<file path="src/rtl/rvfi_commit_packer_if.sv">
// ROB-to-packer retire bus: two in-order commit slots plus the shared ready back-pressure.
interface rvfi_commit_packer_if #(
  parameter int WORD_W = 208
);
  logic              c0_valid;
  logic [WORD_W-1:0] c0_word;
  logic              c1_valid;
  logic [WORD_W-1:0] c1_word;
  logic              commit_ready;

  modport master (
    output c0_valid, c0_word, c1_valid, c1_word,
    input  commit_ready
  );

  modport slave (
    input  c0_valid, c0_word, c1_valid, c1_word,
    output commit_ready
  );
endinterface

</file>
<file path="src/rtl/rvfi_commit_packer.sv">
// Packs up to two ROB retirements per cycle into a serial RVFI packet stream,
// applying the late JALR target fix-up and x0 write-data masking on entry.
module rvfi_commit_packer #(
  parameter int DEPTH  = 8,
  parameter int WORD_W = 208
) (
  input  logic                 clk,
  input  logic                 rst,
  rvfi_commit_packer_if.slave  commit,
  input  logic                 jalr_resolve_valid,
  input  logic [31:0]          jalr_resolve_pc,
  output logic                 rvfi_valid,
  output logic [63:0]          rvfi_order,
  output logic [WORD_W-1:0]    rvfi_word,
  output logic                 overflow_err
);
  localparam int PTR_W = $clog2(DEPTH);
  localparam int CNT_W = PTR_W + 1;
  localparam logic [CNT_W-1:0] READY_MAX = CNT_W'(DEPTH - 2);
  localparam logic [PTR_W-1:0] PTR_ONE   = PTR_W'(1);

  logic [WORD_W-1:0] mem_r [DEPTH];
  logic [PTR_W-1:0]  wr_ptr_r;
  logic [PTR_W-1:0]  rd_ptr_r;
  logic [CNT_W-1:0]  count_r;
  logic              fix_valid_r;
  logic [31:0]       fix_pc_r;
  logic [63:0]       emit_cnt_r;

  logic              ready_s;
  logic              push0_s;
  logic              push1_s;
  logic              pop_s;
  logic              err_s;
  logic              c0_fix_s;
  logic              c1_fix_s;
  logic [1:0]        push_cnt_s;
  logic [PTR_W-1:0]  wr_next_s;
  logic [CNT_W-1:0]  count_nxt_s;
  logic [WORD_W-1:0] word0_s;
  logic [WORD_W-1:0] word1_s;

  function automatic logic is_jalr(input logic [WORD_W-1:0] w);
    return w[6:0] == 7'b1100111;
  endfunction

  function automatic logic [WORD_W-1:0] xform(input logic [WORD_W-1:0] w,
                                              input logic              use_fix,
                                              input logic [31:0]       fix_pc);
    logic [WORD_W-1:0] r;
    r = w;
    if (w[174:170] == 5'd0) r[206:175] = 32'd0;
    else                    r[206:175] = w[206:175];
    if (use_fix) r[95:64] = fix_pc;
    else         r[95:64] = w[95:64];
    return r;
  endfunction

  // Accept/drop decision, fix-up steering and FIFO bookkeeping for this cycle.
  always_comb begin
    ready_s = (count_r <= READY_MAX);
    push0_s = 1'b0;
    push1_s = 1'b0;
    if (commit.c0_valid && ready_s) begin
      push0_s = 1'b1;
      push1_s = commit.c1_valid;
    end else begin
      push0_s = 1'b0;
      push1_s = 1'b0;
    end
    err_s = ((commit.c0_valid || commit.c1_valid) && !ready_s) ||
            (commit.c1_valid && !commit.c0_valid);
    // An older JALR in slot 0 always claims the held target first.
    c0_fix_s    = push0_s && fix_valid_r && is_jalr(commit.c0_word);
    c1_fix_s    = push1_s && fix_valid_r && is_jalr(commit.c1_word) && !is_jalr(commit.c0_word);
    word0_s     = xform(commit.c0_word, c0_fix_s, fix_pc_r);
    word1_s     = xform(commit.c1_word, c1_fix_s, fix_pc_r);
    pop_s       = (count_r != {CNT_W{1'b0}});
    push_cnt_s  = {1'b0, push0_s} + {1'b0, push1_s};
    wr_next_s   = wr_ptr_r + PTR_ONE;
    count_nxt_s = count_r + CNT_W'(push_cnt_s) - CNT_W'(pop_s);
  end

  assign commit.commit_ready = ready_s;

  // FIFO storage, pointers, fix-up register and sticky error.
  always_ff @(posedge clk) begin
    if (rst) begin
      for (int i = 0; i < DEPTH; i++) mem_r[i] <= '0;
      wr_ptr_r     <= '0;
      rd_ptr_r     <= '0;
      count_r      <= '0;
      fix_valid_r  <= 1'b0;
      fix_pc_r     <= 32'd0;
      overflow_err <= 1'b0;
    end else begin
      if (push0_s) mem_r[wr_ptr_r]  <= word0_s;
      if (push1_s) mem_r[wr_next_s] <= word1_s;
      wr_ptr_r <= wr_ptr_r + PTR_W'(push_cnt_s);
      if (pop_s) rd_ptr_r <= rd_ptr_r + PTR_ONE;
      count_r <= count_nxt_s;
      // A same-cycle resolve is kept for the next JALR even when one consumes now.
      if (jalr_resolve_valid) begin
        fix_valid_r <= 1'b1;
        fix_pc_r    <= jalr_resolve_pc;
      end else if (c0_fix_s || c1_fix_s) begin
        fix_valid_r <= 1'b0;
      end
      if (err_s) overflow_err <= 1'b1;
    end
  end

  // Output stage: one registered packet per cycle with its sequence number.
  always_ff @(posedge clk) begin
    if (rst) begin
      rvfi_valid <= 1'b0;
      rvfi_order <= 64'd0;
      rvfi_word  <= '0;
      emit_cnt_r <= 64'd0;
    end else if (pop_s) begin
      rvfi_valid <= 1'b1;
      rvfi_word  <= mem_r[rd_ptr_r];
      rvfi_order <= emit_cnt_r;
      emit_cnt_r <= emit_cnt_r + 64'd1;
    end else begin
      rvfi_valid <= 1'b0;
    end
  end
endmodule

</file>
<file path="src/flat_wrapper.sv">
// flat-port wrapper written by rule: the top's interface ports become plain ports
module rvfi_commit_packer_flat 
#(
  parameter int DEPTH  = 8,
  parameter int WORD_W = 208
)
  (clk, rst, jalr_resolve_valid, jalr_resolve_pc, rvfi_valid, rvfi_order, rvfi_word, overflow_err, commit_c0_valid, commit_c0_word, commit_c1_valid, commit_c1_word, commit_commit_ready);
  rvfi_commit_packer_if #(.WORD_W(WORD_W)) commit_i ();
  input  logic clk;
  input  logic rst;
  input  logic jalr_resolve_valid;
  input  logic [31:0] jalr_resolve_pc;
  output logic rvfi_valid;
  output logic [63:0] rvfi_order;
  output logic [WORD_W-1:0] rvfi_word;
  output logic overflow_err;
  input wire logic [$bits(commit_i.c0_valid)-1:0] commit_c0_valid;
  input wire logic [$bits(commit_i.c0_word)-1:0] commit_c0_word;
  input wire logic [$bits(commit_i.c1_valid)-1:0] commit_c1_valid;
  input wire logic [$bits(commit_i.c1_word)-1:0] commit_c1_word;
  output wire logic [$bits(commit_i.commit_ready)-1:0] commit_commit_ready;
  assign commit_i.c0_valid = commit_c0_valid;
  assign commit_i.c0_word = commit_c0_word;
  assign commit_i.c1_valid = commit_c1_valid;
  assign commit_i.c1_word = commit_c1_word;
  assign commit_commit_ready = commit_i.commit_ready;
  rvfi_commit_packer #(.DEPTH(DEPTH), .WORD_W(WORD_W)) u_core (.clk(clk), .rst(rst), .commit(commit_i), .jalr_resolve_valid(jalr_resolve_valid), .jalr_resolve_pc(jalr_resolve_pc), .rvfi_valid(rvfi_valid), .rvfi_order(rvfi_order), .rvfi_word(rvfi_word), .overflow_err(overflow_err));
endmodule
</file>
<file path="config.mk">
export PLATFORM = sky130hd
export DESIGN_NAME = rvfi_commit_packer_flat
export DESIGN_NICKNAME = d
export VERILOG_FILES = /design/src/rtl/rvfi_commit_packer_if.sv /design/src/rtl/rvfi_commit_packer.sv /design/src/flat_wrapper.sv
export SDC_FILE = /design/constraint.sdc
export NUM_CORES = 2
export LEC_CHECK = 0
export BUFFER_PORTS_ARGS = -buffer_cell sky130_fd_sc_hd__buf_2
export CORE_ASPECT_RATIO = 1.5
export CORE_MARGIN = 3
export CORE_UTILIZATION = 60
export CTS_CLUSTER_DIAMETER = 30
export DETAILED_ROUTE_END_ITERATION = 16
export GPL_ROUTABILITY_DRIVEN = 0
export MAX_ROUTING_LAYER = met4
export PLACE_DENSITY = 0.8
export RECOVER_POWER = 50
export SYNTH_ARGS = -nofsm -noshare
export SYNTH_HDL_FRONTEND = slang
export SYNTH_SLANG_ARGS = --single-unit
</file>
<file path="constraint.sdc">
create_clock -name clk -period 9.72 [get_ports clk]
set_input_delay 0.972 -clock clk [delete_from_list [all_inputs] [get_ports clk]]
set_output_delay 0.972 -clock clk [all_outputs]
set_load 0.05 [all_outputs]
</file>
Word level (Yosys, flattened, before mapping). Memory sizes are Yosys's and may differ from the RTL's. A register that Yosys moved wholly into a read port is not among the register bits. Index checks and enable logic that the tools add are counted.

Register bits: 173. Memory bits (writable): 1664. Input bits: 453. Logic and storage cells: 63. Memories: 1.

Memory list: u_core.mem_r (depth 8, bits a word 208, read ports 1, clocked after Yosys merged registers in 1, wr ports 8, RTL line rvfi_commit_packer.sv:22) `logic [WORD_W-1:0] mem_r [DEPTH];`.

Add/sub/neg operators: 7. Magnitude comparators: 1. Eq/ne operators: 2. Mux-type cells: 23. Reduce and logical (&&, ||, !) cells: 20.

Operators by type and width (count): $mux W208 (2); $reduce_or A208 Y1 (2); $mux W32 (4); $add A64 B1 Y64 const B (1); $mux W1 (15); $eq A7 B7 Y1 const B (2); $logic_not A5 Y1 (2); $logic_and A1 B1 Y1 (8); $add A3 B1 Y3 const B (2); $mux W3 (2); $add A4 B2 Y4 (1); $le A4 B3 Y1 const B (1); $reduce_bool A4 Y1 (1); $sub A4 B1 Y4 (1); $add A3 B2 Y3 (1); $logic_not A1 Y1 (3); $logic_or A1 B1 Y1 (3); $add A1 B1 Y2 (1); $reduce_bool A2 Y1 (1).

Logic depth before layout (Yosys ltp).
Word-level depth: 9. Depth in mapped cells: 14. Gate-level depth less buffers: 12.

Least setup slack after synthesis. No wires, ideal clock.

Path type: input to register. Start: input rst. End: memory u_core.mem_r[0][0], enable pin. Setup time: 0.580 ns. Data arrival time: 6.609 ns. Required time: 9.140 ns. Slack: 2.531 ns. Stages: 7. Buffers on the path: 3. Cells stage by stage: clkbuf_1 > or2_1 > nor2_1 > and3_1 > clkbuf_1 > buf_2 > or3_1.

RTL lines: from (decl) (RTL line flat_wrapper.sv:10) `input logic rst;`; to (decl) (RTL line rvfi_commit_packer.sv:22).

==> results.txt <==
----------------------------------------------------
[Setup path]
  Worst EP arrival ... 7.82 ns
  Type of the worst setup path ... reg -> reg
  CP Launch Type ... flip-flop
  Startpoint of the most critical setup path ... u_core.count_r[3]
  Largest driver fanout on the critical path ... 58
  Required time at the worst-slack endpoint ... 10.47 ns
  Crit path capture type ... flip-flop
  Reg2Reg Launch Point ... u_core.count_r[3]

[Route]
  Detailed Routing Iterations Pass 1 ... 12
  Number of DRC markers in iteration 0 ... 9391
  Via count of the routed design ... 66737
  Sum of routed wire length over all layers ... 301000 um
  DRC violations left ... 0
  Drt via density ... 7.34
  Average routed wire per standard cell ... 33.1 um
  Number of nets with antenna violations after routing ... 0

[Clocking]
  CTS tree ... built
  Bufs on Longest Clock Path ... 4
  Total clock sinks ... 2045
  CTS Root Buffer Type ... sky130_fd_sc_hd__clkbuf_16
  Maximum level of the CTS H-tree ... 5
  CTS Hold Buffers Added ... 0
  Clock latency on the worst-skew pair ... 0.92 ns
  Register clock-pin slew on the reported worst setup and hold paths ... 0.06 ns
  Number of buffers inserted to repair setup after CTS ... 0
  Num CTS Buffers ... 314
  Quantity of gates resized following cts ... 0

[Final layout]
  Total area of multi-input combinational cells ... 31700 um^2
  Area growth from synthesis to final layout ... 14.7%
  Share of final-layout standard cells stronger than drive strength 1 ... 21.6%
  Filler Cells Inserted ... 9986
  Fin nets ... 7160
  Seq. cell area ... 57600 um^2
  Util after Layout ... 69.5%

[Power]
  Total power consumption of the routed design ... 30.3 mW
  Worst IR drop on VDD ... 263 uV
  Lkg Pwr ... 38.1 nW
  P per Cell Area ... 284 nW/um^2

[Global routing]
  Total routing resource utilization after global routing ... 38.3%
  Layer carrying the most global-route usage ... met2
  Number of antenna violations at the first check in global routing ... 111
  Global-route met3 utilization ... 12.6%
  Largest net degree at the start of global routing ... 177
  Leftover overflow at the end of global routing ... 0
  Number of global-route vias before repair ... 67709
  Routing usage on met2 ... 59.9%
  Met1 track demand over resource ... 43.8%
  Global-route wire length before repair ... 438000 um

[Hold path]
  Path category of the worst min-delay check ... in -> reg
  Worst Min Path Start ... jalr_resolve_pc[6]

[Floorplan]
  Std-Cell Rows ... 176
  Count of boundary I/O pins ... 728
  Height of the chip ... 489 um
  Overall die width ... 328 um
  Core Region ... 154000 um^2
  Die footprint ... 160000 um^2
  Initial Utilization ... 60.6%

[STA]
  Setup slack after layout ... 2.65 ns
  Final total negative setup slack ... 0 ns
  Worst-case headroom to the max-slew limit ... -235%
  Maximum operating frequency ... 141 MHz
  Total of endpoints with negative setup slack in the final report ... 0
  Worst Skew ... 0.0555 ns
  Fin. Hold Viols ... 0
  Final worst-path cycle share ... 72.7%
  Final critical-path required period ... 7.07 ns
  Worst slew pin tran ... 5.02 ns
  RSZ-0062 raised after global routing ... false
  Pins over their slew limit ... 1755

[Synthesis]
  Mapped cell area ... 93100 um^2
  Post-synth ARST share ... 0%
  Fraction of post-synthesis cell area in the top cell type by area ... 53.7%
  Top cell type by total area after synthesis ... sky130_fd_sc_hd__edfxtp_1
  Most frequent cell after synthesis ... sky130_fd_sc_hd__edfxtp_1
  Number of synthesized flops with an enable pin ... 1664
  Synthesized area divided by synthesized cell count ... 14.4 um^2
  Distinct cell type count after synthesis ... 49
  Synth warn ... 0
  Most frequently used flop master after synthesis ... sky130_fd_sc_hd__edfxtp_1
  Synth Register Bits ... 2045
  Synthesized net count ... 6919
  Area contributors post-synth ... sky130_fd_sc_hd__edfxtp_1, sky130_fd_sc_hd__a22o_1, sky130_fd_sc_hd__mux4_2
  Sequential cell area fraction in the yosys report ... 61.8%
  Gate count after technology mapping ... 6453
  Top cell types by occurrence after synthesis ... sky130_fd_sc_hd__edfxtp_1, sky130_fd_sc_hd__a22o_1, sky130_fd_sc_hd__o22ai_1

[Place]
  Port Buffers ... 727
  DP HPWL ... 160000 um
  Setup WS pre-CTS ... 4.37 ns

[Flow run]
  Number of maximum-capacitance violations ... 30

[Status]
  Failing checks ... capacitance limit, slew limit
  Outcome ... finished with violations

----------------------------------------------------
power breakdown:
part | internal, mW | leakage [nW] | switching, mW
combinational | 2.58 | 12.6 | 5.32
sequential | 10.6 | 20.4 | 0.641
clock | 6.93 | 5.06 | 4.19
state kept, by name, indices dropped and copies added, names as in the netlist:
signal               count
u_core.emit_cnt_r       64
u_core.fix_valid_r       1
u_core.wr_ptr_r          3
u_core.rvfi_valid        1
u_core.rd_ptr_r          3
u_core.rvfi_order       64
u_core.overflow_err      1
u_core.mem_r          1664
u_core.count_r           4
u_core.rvfi_word       208
u_core.fix_pc_r         32
cells by family (layout without fill, tap and decap cells):
family,count (synthesis),after routing,share of synthesized area (%)
fa+ha+maj,13,13,0.191
xor+xnor,39,39,0.367
buf+inv,911,1388,4.15
mux,722,722,13.4
flops,2045,2045,61.8
other cells,0,117,0
simple gates,721,721,3.43
compound gates,2002,2002,16.7
worst max-delay path, cell delays in order, from the launching register on:
cell and delay [ns]:
sky130_fd_sc_hd__dfxtp_1 0.32, sky130_fd_sc_hd__inv_1 0.06, sky130_fd_sc_hd__ha_1 0.19, sky130_fd_sc_hd__nand3_1 0.12, sky130_fd_sc_hd__and3_1 0.40, sky130_fd_sc_hd__and3_1 2.04, sky130_fd_sc_hd__clkbuf_1 2.33, sky130_fd_sc_hd__buf_4 1.10
sky130_fd_sc_hd__a22o_1 0.28
placed cells by master (no fill, tap or decap), types with 18 or more instances in the layout:
master	n
sky130_fd_sc_hd__edfxtp_1	1664
sky130_fd_sc_hd__a22o_1	1152
sky130_fd_sc_hd__o22ai_1	512
sky130_fd_sc_hd__buf_2	450
sky130_fd_sc_hd__mux4_2	416
sky130_fd_sc_hd__dfxtp_1	378
sky130_fd_sc_hd__clkbuf_16	320
sky130_fd_sc_hd__clkbuf_1	314
sky130_fd_sc_hd__nor2_1	305
sky130_fd_sc_hd__mux2i_1	304
sky130_fd_sc_hd__nand2_1	234
sky130_fd_sc_hd__a211oi_1	208
sky130_fd_sc_hd__diode_2	117
sky130_fd_sc_hd__a21oi_1	97
sky130_fd_sc_hd__buf_4	52
sky130_fd_sc_hd__inv_6	39
sky130_fd_sc_hd__clkinv_2	37
sky130_fd_sc_hd__clkinv_4	30
sky130_fd_sc_hd__nand3_1	29
sky130_fd_sc_hd__nand4_1	28
sky130_fd_sc_hd__clkinvlp_4	28
sky130_fd_sc_hd__xor2_1	27
sky130_fd_sc_hd__or3_1	27
sky130_fd_sc_hd__bufinv_16	27
sky130_fd_sc_hd__o21ai_0	22
sky130_fd_sc_hd__inv_8	18
sky130_fd_sc_hd__buf_12	18
path summary, 6_finish.rpt:
kind	slack, ns	cells after the start	endpoint
setup / recovery	2.65	8	u_core.mem_r[0][61]
hold / removal	0.29	3	u_core.fix_pc_r[6]
setup reg to reg	2.65	8	u_core.mem_r[0][61]
hold reg to reg	0.45	2	u_core.rvfi_order[31]
per-layer routing:
metal	wire (um)	vias to the layer above
li1	-	26891
met1	97600	32854
met2	145000	5899
met3	43000	1093
met4	15700	0
met5	0	-
cell type report:
class,instances,area share [%]
Tap cell,2047,2.40
Inverter,17,0.0668
Clock buffer,354,7.76
Multi-Input combinational cell,3497,29.7
Clock inverter,198,1.98
Sequential cell,2045,53.9
Timing Repair Buffer,819,3.88
Antenna cell,117,0.274
stage by stage:
stage	area, um^2	hold WS [ns]	std cells
after floorplan	93100	0.441	6453
after global placement	96700	0.435	8425
after detailed placement	96700	0.441	8425
after CTS	107000	0.239	8977
after global routing	107000	0.277	9076
final	107000	0.289	9094
No activity file was read; power rests on OpenSTA's default activity.
